[config.mk]
export PLATFORM = sky130hd
export DESIGN_NAME = sdram_arbiter
export DESIGN_NICKNAME = d
export VERILOG_FILES = /design/src/rtl/sdram_arb_pkg.sv /design/src/rtl/sdram_arb_pick.sv /design/src/rtl/sdram_arbiter.sv
export SDC_FILE = /design/constraint.sdc
export NUM_CORES = 1
export LEC_CHECK = 0
export ABC_AREA = 1
export CAP_MARGIN = 40
export CORE_AREA = 2 2 218 220
export CTS_BUF_LIST = sky130_fd_sc_hd__clkbuf_4
export CTS_CLUSTER_DIAMETER = 50
export DETAILED_ROUTE_END_ITERATION = 8
export DIE_AREA = 0 0 220 222
export PLACE_DENSITY = 0.82
export SYNTH_ARGS = -nofsm -noshare
export SYNTH_HDL_FRONTEND = slang
export SYNTH_HIERARCHICAL = 1
export SYNTH_SLANG_ARGS = --single-unit
[constraint.sdc]
create_clock -name CLK -period 9 [get_ports CLK]
set_clock_uncertainty 0.1 [all_clocks]
set_input_delay 0.9 -clock CLK [delete_from_list [all_inputs] [get_ports CLK]]
set_output_delay 0.9 -clock CLK [all_outputs]
set_load 0.02 [all_outputs]
[src/rtl/sdram_arb_pkg.sv]
// Shared types for the SDRAM request arbiter: FSM states, the per-channel
// request slot and channel/address limits.
package sdram_arb_pkg;

   localparam int NCH_MAX  = 8;
   localparam int ADDR_MAX = 32;

   typedef enum logic [1:0] {
      ST_IDLE  = 2'd0,
      ST_ISSUE = 2'd1,
      ST_WAIT  = 2'd2
   } arb_state_t;

   // One latched request; addr is sized for the widest supported AW.
   typedef struct packed {
      logic [ADDR_MAX-1:0] addr;
      logic                we;
      logic                burst;
      logic [15:0]         wdata;
      logic [1:0]          bs;
   } slot_t;

endpackage

[src/rtl/sdram_arb_pick.sv]
// Combinational grant selection. Default: lowest requesting index wins.
// With SDRAM_ARB_ROUND_ROBIN_EN defined: first requester at or after i_ptr.
module sdram_arb_pick #(
   parameter int NCH = 4,
   parameter int PW  = 2
) (
`ifdef SDRAM_ARB_ROUND_ROBIN_EN
   input  logic [PW-1:0]  i_ptr,
`endif
   input  logic [NCH-1:0] i_req,
   output logic [NCH-1:0] o_grant,
   output logic           o_valid
);

   // Pick exactly one requester and flag whether any was found.
   always_comb begin
      // NOTE: every output gets a default before the search so no path leaves it unassigned (no latch).
      o_grant = '0;
      o_valid = 1'b0;
`ifdef SDRAM_ARB_ROUND_ROBIN_EN
      for (int k = 0; k < NCH; k++) begin
         for (int i = 0; i < NCH; i++) begin
            if (!o_valid && i_req[i] && (((int'(i_ptr) + k) % NCH) == i)) begin
               o_grant[i] = 1'b1;
               o_valid    = 1'b1;
            end
         end
      end
`else
      for (int i = 0; i < NCH; i++) begin
         if (!o_valid && i_req[i]) begin
            o_grant[i] = 1'b1;
            o_valid    = 1'b1;
         end
      end
`endif
   end

endmodule

[src/rtl/sdram_arbiter.sv]
// Multi-channel SDRAM request arbiter. Each channel raises REQ_TRIG to post a
// request; one transfer at a time is handed to the SDRAM controller through
// a registered IDLE/ISSUE/WAIT handshake on SDRAM_READY.
// Optional build macro: SDRAM_ARB_ROUND_ROBIN_EN (rotating-pointer grant).
module sdram_arbiter
   import sdram_arb_pkg::*;
#(
   parameter int NCH = 4,
   parameter int AW  = 26,
   parameter int DW  = 64
) (
   input  logic              CLK,
   input  logic              nRESET,
   input  logic [NCH-1:0]    REQ_TRIG,
   input  logic [NCH*AW-1:0] REQ_ADDR,
   input  logic [NCH-1:0]    REQ_WE,
   input  logic [NCH-1:0]    REQ_BURST,
   input  logic [NCH*16-1:0] REQ_WDATA,
   input  logic [NCH*2-1:0]  REQ_BS,
   output logic [NCH*DW-1:0] CH_RDATA,
   output logic [NCH-1:0]    CH_DONE,
   output logic [NCH-1:0]    CH_BUSY,
   output logic              SDRAM_RD,
   output logic              SDRAM_WR,
   output logic              SDRAM_BURST,
   output logic [AW-1:0]     SDRAM_ADDR,
   output logic [15:0]       SDRAM_DIN,
   output logic [1:0]        SDRAM_BS,
   input  logic [DW-1:0]     SDRAM_DOUT,
   input  logic              SDRAM_READY
);

   localparam int PW = (NCH > 1) ? $clog2(NCH) : 1;

   arb_state_t     r_state;
   logic [NCH-1:0] r_trig_prev;
   logic           r_old_ready;
   logic [NCH-1:0] r_pending;
   logic [NCH-1:0] r_running;
   logic [NCH-1:0] r_done;
   logic [PW-1:0]  r_gidx;
   logic           r_is_wr;
   logic           r_rd;
   logic           r_wr;
   logic           r_burst;
   logic [AW-1:0]  r_addr;
   logic [15:0]    r_din;
   logic [1:0]     r_bs;
   slot_t          r_slot  [NCH];
   logic [DW-1:0]  r_rdata [NCH];

   slot_t          w_in    [NCH];
   slot_t          w_eff   [NCH];
   logic [NCH-1:0] w_edge;
   logic [NCH-1:0] w_req;
   logic [NCH-1:0] w_grant;
   logic           w_grant_valid;
   logic [PW-1:0]  w_gidx;
   logic           w_grant_now;

   assign w_edge      = ~r_trig_prev & REQ_TRIG;
   assign w_req       = r_pending | w_edge;
   assign w_grant_now = (r_state == ST_IDLE) && SDRAM_READY && w_grant_valid;

   // Unpack the flat request buses; a channel edging this cycle bypasses its slot.
   always_comb begin
      for (int i = 0; i < NCH; i++) begin
         w_in[i].addr  = ADDR_MAX'(REQ_ADDR[i*AW +: AW]);
         w_in[i].we    = REQ_WE[i];
         w_in[i].burst = REQ_BURST[i];
         w_in[i].wdata = REQ_WDATA[i*16 +: 16];
         w_in[i].bs    = REQ_BS[i*2 +: 2];
         w_eff[i]      = w_edge[i] ? w_in[i] : r_slot[i];
      end
   end

   // One-hot grant to channel index.
   always_comb begin
      w_gidx = '0;
      for (int i = 0; i < NCH; i++) begin
         if (w_grant[i]) w_gidx = PW'(i);
      end
   end

`ifdef SDRAM_ARB_ROUND_ROBIN_EN
   logic [PW-1:0] r_ptr;

   // Rotate the search start to just past the channel granted last.
   always_ff @(posedge CLK) begin
      if (!nRESET)
         r_ptr <= '0;
      else if (w_grant_now)
         r_ptr <= (w_gidx == PW'(NCH-1)) ? '0 : w_gidx + PW'(1);
   end

   sdram_arb_pick #(.NCH(NCH), .PW(PW)) u_pick (
      .i_ptr   (r_ptr),
      .i_req   (w_req),
      .o_grant (w_grant),
      .o_valid (w_grant_valid)
   );
`else
   sdram_arb_pick #(.NCH(NCH), .PW(PW)) u_pick (
      .i_req   (w_req),
      .o_grant (w_grant),
      .o_valid (w_grant_valid)
   );
`endif

   // Trigger and ready history; loaded even in reset so release creates no false edge.
   always_ff @(posedge CLK) begin
      // NOTE: clocked state uses non-blocking assignments so every flop samples pre-edge values.
      r_trig_prev <= REQ_TRIG;
      r_old_ready <= SDRAM_READY;
   end

   // Latch request fields on each edge; a later edge simply overwrites the slot.
   always_ff @(posedge CLK) begin
      // NOTE: slot storage carries no reset; pending bits decide when its contents are meaningful.
      for (int i = 0; i < NCH; i++) begin
         if (w_edge[i]) r_slot[i] <= w_in[i];
      end
   end

   // Arbitration FSM with registered command outputs.
   always_ff @(posedge CLK) begin
      if (!nRESET) begin
         r_state   <= ST_IDLE;
         r_pending <= '0;
         r_running <= '0;
         r_done    <= '0;
         r_gidx    <= '0;
         r_is_wr   <= 1'b0;
         r_rd      <= 1'b0;
         r_wr      <= 1'b0;
         r_burst   <= 1'b0;
         r_addr    <= '0;
         r_din     <= '0;
         r_bs      <= 2'b11;
      end else begin
         r_done    <= '0;
         r_pending <= r_pending | w_edge;
         case (r_state)
            ST_IDLE: begin
               if (w_grant_now) begin
                  r_pending <= (r_pending | w_edge) & ~w_grant;
                  r_running <= w_grant;
                  r_gidx    <= w_gidx;
                  r_addr    <= w_eff[w_gidx].addr[AW-1:0];
                  r_din     <= w_eff[w_gidx].wdata;
                  r_bs      <= w_eff[w_gidx].bs;
                  r_burst   <= w_eff[w_gidx].burst;
                  r_is_wr   <= w_eff[w_gidx].we;
                  r_rd      <= ~w_eff[w_gidx].we;
                  r_wr      <= w_eff[w_gidx].we;
                  r_state   <= ST_ISSUE;
               end
            end
            ST_ISSUE: begin
               if (r_old_ready && !SDRAM_READY) begin
                  r_rd    <= 1'b0;
                  r_wr    <= 1'b0;
                  r_state <= ST_WAIT;
               end
            end
            ST_WAIT: begin
               if (SDRAM_READY) begin
                  r_done[r_gidx] <= 1'b1;
                  r_running      <= '0;
                  r_state        <= ST_IDLE;
               end
            end
            default: r_state <= ST_IDLE;
         endcase
      end
   end

   // Capture read data on completion; kept across reset.
   always_ff @(posedge CLK) begin
      if (nRESET && (r_state == ST_WAIT) && SDRAM_READY && !r_is_wr)
         r_rdata[r_gidx] <= SDRAM_DOUT;
   end

   for (genvar g = 0; g < NCH; g++) begin : g_rdata
      assign CH_RDATA[g*DW +: DW] = r_rdata[g];
   end

   assign CH_DONE     = r_done;
   assign CH_BUSY     = r_pending | r_running;
   assign SDRAM_RD    = r_rd;
   assign SDRAM_WR    = r_wr;
   assign SDRAM_BURST = r_burst;
   assign SDRAM_ADDR  = r_addr;
   assign SDRAM_DIN   = r_din;
   assign SDRAM_BS    = r_bs;

endmodule
==> summary.md, run 1 <==
| Metric | Value |
|---|---|
| Status | `complete, no violations` |
| Avg Cell Area, Syn | `10.2 µm²` |
| Crit path required time | `9.63 ns` |
| Clock buffer depth | `3` |
| Post-DP HPWL | `46.8 mm` |
| GRT overflow | `0` |
| Postcts setup bufs | `0` |
| Core Rows | `79` |
| Final hold viol count | `0` |
| Layout cells sized above 1 | `0.101` |
| Leakage | `0.0113 µW` |
| Worst slew pin tran | `0.864 ns` |
| Setup violators final | `0` |
| Global Route Usage Sum | `0.256` |
| Skew-Pair Late Insertion Delay | `0.85 ns` |
| Maximum fanout along the worst path | `64` |
| Synthesis-stage register bit count | `509` |
| Number of global-route vias before repair | `14900` |
| Core Util, Final | `0.573` |
| Synth top area cells | `edfxtp_1 (41%), dfxtp_1 (27%), nand2_1 (9.3%), inv_1 (5.4%), nand3_1 (5.3%)` |
| Mapped Area | `0.0185 mm²` |
| GRT met3 Usage | `0.0675` |
| Fin crit share | `0.448` |
| Number of remaining DRC errors | `0` |
| Most common cell after layout, fill and taps aside | `clkdlybuf4s50_1` |
| Post-Route WL | `63.4 mm` |
| Final ANT Viol Nets | `0` |
| Sink Count | `509` |
| Initial Util | `0.401` |
| Io pins | `566` |
| Count of input and output buffers | `565` |
| Core area | `0.0463 mm²` |
| Post-synth net total | `2070` |
| Die Area | `0.0488 mm²` |
| Worst Slack Setup Final | `4.97 ns` |
| Pre-CTS setup slack | `4.17 ns` |
| Seq/Total Area, Yosys | `0.688` |
| Max Slew Vio Count | `0` |
| Fmax | `248 MHz` |
| Cts hold-fix bufs | `0` |
| First-pass GRT wire length | `91.3 mm` |
| DIE WIDTH | `220 µm` |
| Die Y-Extent | `222 µm` |
| Crit path capture type | `flop` |
| P&R area growth vs syn | `43.0%` |
| CP Data Arrival Time | `4.66 ns` |
| Initial antenna violation count | `17` |
| VDD IR max | `0.113 mV` |
| CTS resizes | `0` |
| Setup TNS | `0 ns` |
| H-tree levels | `4` |
| DR WL/cell | `20.1 µm` |
| Worst hold-check path type | `flop to flop` |
| Post-layout minimum cycle time | `4.03 ns` |
| Reg clk slew, reported paths | `0.07 ns` |
| CP Launch Type | `input port` |
| Initial DRT Pass Iterations | `5` |
| Nets | `2704` |
| Gpl congestion | `0.964` |
| Distinct cells, synth | `27` |
| Rel. slew slack | `0.424` |
| Placed cell count | `2922` |
| Busiest grt layer | `met2` |
| Top cell type's share of synthesized area | `0.415` |
| Most area-hungry cell type in the Yosys netlist | `edfxtp_1` |
| Cells after Synth | `1815` |
| Max-cap violations | `0` |
| Final Non-Filler Cells | `3157` |
| Critical path type | `input port to flop` |
| Clock buffer count from CTS | `132` |
| Number of vias per cell | `4.85` |
| RSZ-0062 raised after global routing | `no` |
| Syn. warnings | `6` |
| 1st-iter DRT viols | `1040` |
| Grt met1 use | `0.265` |
| Root Buffer | `clkbuf_4` |
| Total chip power | `5370 µW` |
| CTS tree | `done` |
| Commonest non-fill, non-tap cells in the layout | `clkdlybuf4s50_1 (565), nand2_1 (459), inv_1 (265)` |
| DR vias | `15300` |
| Power per cell area | `203 mW/mm²` |
| Largest net degree at the start of global routing | `105` |
| M2 GR Usage | `0.453` |
[through the flow]
| step | cell area, µm² | hold slack, ns |
|---|---|---|
| 4_1_cts | 26500 | 0.347 |
| 2_1_floorplan | 18500 | 0.314 |
| 3_5_place_dp | 24800 | 0.331 |
| 5_1_grt | 26500 | 0.365 |
| 6_report | 26500 | 0.350 |
| 3_3_place_gp | 24600 | 0.328 |
[worst max-delay path, cell delays in order]
cell,delay (ns)
clkdlybuf4s50_1,0.57
inv_1,0.08
nor2_2,0.58
nor2_1,0.13
inv_1,0.18
nor2_2,0.06
nand2_1,0.11
nor2_4,0.11
inv_2,0.10
nand2_4,0.28
inv_2,0.30
buf_4,0.65
nand2_1,0.14
nand3_1,0.19
nand3_1,0.10
nand2_1,0.07
inv_1,0.03
[path summary, 6_finish.rpt]
kind / slack (ns) / cells past startpoint / start / endpoint
max: 4.97 / 17 / REQ_TRIG[0] / SDRAM_ADDR[5]
min: 0.35 / 2 / r_slot[1][19] / r_slot[1][19]
max reg2reg: 5.17 / 17 / r_trig_prev[3] / SDRAM_ADDR[5]
min reg2reg: 0.35 / 2 / r_slot[1][19] / r_slot[1][19]
[layout make-up]
cell class,instances,area [µm²]
clock buffer,192,1440
sequential,509,12800
fill,3857,19800
inverter,273,1020
multi-input combinational,947,4320
timing repair buffer,586,5950
antenna,14,35.0
tap,607,759
clock inverter,29,229
[where the power goes]
group	leakage (µW)	switching (µW)	internal (µW)
clock	0.000996	913	1090
combinational	0.00586	439	301
sequential	0.00442	52.9	2570
total	0.0113	1400	3960
[metal layers]
metal / part of all wire / wire length [µm]
met1: 0.34 / 21700
met2: 0.52 / 33000
met3: 0.085 / 5400
met4: 0.052 / 3330
met5: 0.00046 / 29
[cells in the mapped netlist]
master,count
nand2_1,461
nor2_4,1
o21ai_1,38
edfxtp_1,256
nor2_1,70
inv_2,6
nor2_2,3
buf_4,13
nor4_1,4
nand3_2,1
buf_2,44
inv_1,265
nand2_4,1
nand2_2,2
a211oi_1,1
clkinv_1,2
clkbuf_1,19
o21ai_0,90
or2_2,6
nand3_1,198
buf_6,10
dfxtp_1,253
nor2_8,1
o211ai_1,51
nor3_1,8
a21oi_1,10
a21oi_2,1
[registers in the layout (all words and copies together) (netlist names)]
register	count
SDRAM_BS	2
r_trig_prev	4
r_old_ready	1
r_running	4
r_state	2
SDRAM_DIN	16
SDRAM_WR	1
r_pending	4
SDRAM_BURST	1
SDRAM_RD	1
SDRAM_ADDR	26
r_rdata	256
CH_DONE	4
r_gidx	2
r_slot	184
r_is_wr	1
[cells by family (layout without fill, tap and decap cells)]
group / Yosys count / in the layout / share of synthesized area
other: 0 / 14 / 0
buffers and inverters: 359 / 1080 / 0.0823
AOI/OAI and AO/OA: 191 / 191 / 0.0588
DFF: 509 / 509 / 0.688
and+or+nand+nor: 756 / 756 / 0.171
Power figures use the tool's default switching activity.
==> inputs of run 2 (changes only) <==
==> constraint.sdc (replaced) <==
create_clock -name CLK -period 3.8 [get_ports CLK]
set_clock_uncertainty 0.1 [all_clocks]
set_input_delay 0.38 -clock CLK [delete_from_list [all_inputs] [get_ports CLK]]
set_output_delay 0.38 -clock CLK [all_outputs]
set_load 0.02 [all_outputs]
==> summary.md, run 2 (synthesized netlist as in run 1, its figures left out) <==
| Metric | Value |
|---|---|
| Status | `complete, no violations` |
| Reg clk slew, reported paths | `0.06 ns` |
| Final ANT Viol Nets | `0` |
| Most common cell after layout, fill and taps aside | `clkdlybuf4s50_1` |
| Layout cells sized above 1 | `0.103` |
| Power per cell area | `468 mW/mm²` |
| Leakage | `0.0119 µW` |
| H-tree levels | `4` |
| Fin crit share | `0.797` |
| Post-DP Area | `0.0249 mm²` |
| Most flops, register | `r_rdata` |
| RSZ-0062 raised after global routing | `no` |
| P&R area growth vs syn | `50.6%` |
| Number of remaining DRC errors | `0` |
| M2 GR Usage | `0.474` |
| CP max-delay cell | `dlygate4sd3_1` |
| Crit path required time | `4.49 ns` |
| Post-DP HPWL | `46.0 mm` |
| R2r setup slk | `1.09 ns` |
| Nets | `2838` |
| Core Rows | `79` |
| Worst hold-check path type | `input port to flop` |
| Initial Util | `0.401` |
| Io pins | `566` |
| CTS tree | `done` |
| Post-layout minimum cycle time | `3.03 ns` |
| CP Launch Type | `input port` |
| Largest register FFs | `256` |
| Clock buffer count from CTS | `134` |
| Fin area | `0.0279 mm²` |
| DR vias | `16200` |
| CP Data Arrival Time | `3.72 ns` |
| Placed cell count | `2929` |
| First-pass GRT wire length | `97.7 mm` |
| DR WL/cell | `20.1 µm` |
| Root Buffer | `clkbuf_4` |
| DIE WIDTH | `220 µm` |
| Skew-Pair Late Insertion Delay | `0.82 ns` |
| Final Non-Filler Cells | `3314` |
| Die Y-Extent | `222 µm` |
| Initial antenna violation count | `21` |
| Post-Route WL | `66.5 mm` |
| FILL cells | `3716` |
| Initial DRT Pass Iterations | `8` |
| GRT overflow | `0` |
| CP peak stage delay | `0.54 ns` |
| Die Area | `0.0488 mm²` |
| Core area | `0.0463 mm²` |
| Number of global-route vias before repair | `16300` |
| Grt met1 use | `0.288` |
| Rel. slew slack | `0.415` |
| Sink Count | `509` |
| Max Slew Vio Count | `0` |
| Critical path type | `input port to flop` |
| Fmax | `330 MHz` |
| Global Route Usage Sum | `0.269` |
| Busiest grt layer | `met2` |
| Largest net degree at the start of global routing | `100` |
| Count of input and output buffers | `565` |
| VDD IR max | `0.300 mV` |
| GRT met3 Usage | `0.0661` |
| Maximum fanout along the worst path | `18` |
| Most frequent CP cell | `inv_1` |
| Setup violators final | `0` |
| Worst slew pin tran | `0.874 ns` |
| Gpl congestion | `0.950` |
| Commonest non-fill, non-tap cells in the layout | `clkdlybuf4s50_1 (565), nand2_1 (459), inv_1 (265)` |
| Clock buffer depth | `3` |
| Final hold viol count | `0` |
| Max-cap violations | `0` |
| Crit path capture type | `flop` |
| 1st-iter DRT viols | `1340` |
| Total chip power | `13100 µW` |
| Worst path cell trace | `dlygate4sd3_1, clkdlybuf4s50_1, inv_1, nor2_2, nor2_1, inv_1, nor3_1, nor2_4, buf_16, nor2_4, nand3_1, nand3_1, nand2_1, inv_1` |
| Number of vias per cell | `4.88` |
-- run 2: cell count changes in the layout (fill, tap and decap cells not counted), sizes merged --
| cell | previous run | this run |
|---|---|---|
| diode | 14 | 21 |
| clkinv | 23 | 32 |
| buf | 21 | 28 |
| clkbuf | 192 | 198 |
| inv | 273 | 277 |
| clkinvlp | 2 | 1 |
| dlygate4sd3 | 0 | 125 |
-- run 2: worst max-delay path: cells and delay by family --
family,cells,cell delay [ns]
AND/OR/NAND/NOR,8,1.76
buffers and inverters,6,1.57
-- run 2: path summary, 6_finish.rpt --
check / end / cells after the start / start
worst max-delay path: SDRAM_DIN[9] / 14 / REQ_TRIG[0]
worst min register to register: r_slot[1][3] / 2 / r_slot[1][3]
worst max register to register: SDRAM_DIN[9] / 13 / r_trig_prev[1]
worst min-delay path: r_slot[2][7] / 3 / REQ_WDATA[37]
-- run 2: stage by stage --
step / util / worst slack, ns / hold slack [ns] / setup TNS [ns]
after floorplan: - / -1.19 / 0.308 / -304.05
after global placement: 0.536 / 0.339 / 0.324 / 0
after detailed placement: 0.537 / 0.597 / 0.335 / 0
after CTS: 0.602 / 0.994 / 0.0000246 / 0
after global routing: 0.603 / 0.683 / 0.0387 / 0
final: 0.604 / 0.770 / 0.0850 / 0
-- run 2: cell type report --
cell class                 count  area (µm²)  share of cell area
clock inverter                41         274             0.00981
multi-input combinational    947        4350               0.156
clock buffer                 198        1490              0.0532
timing repair buffer         718        7220               0.259
sequential                   509       12800               0.457
tap                          607         759              0.0272
inverter                     273        1020              0.0367
antenna                       21        52.6             0.00188
-- run 2: per-layer routing --
layer,vias to the layer above,wire (µm)
met5,-,0
met4,0,3540
met3,181,5510
met2,962,34000
met1,7494,23400
li1,7535,-
-- run 2: repair_timing --
item / in CTS / in global routing
resized for setup: 0 / 0
buffers inserted: 0 / 0
endpoints found under the hold margin: 149 / 0
hold buffers: 125 / 0
-- run 2: power by group --
part | switching, µW | internal (µW) | leakage [µW]
Combinational | 1080 | 807 | 0.00640
Sequential | 140 | 6100 | 0.00442
Clock | 2280 | 2670 | 0.00106
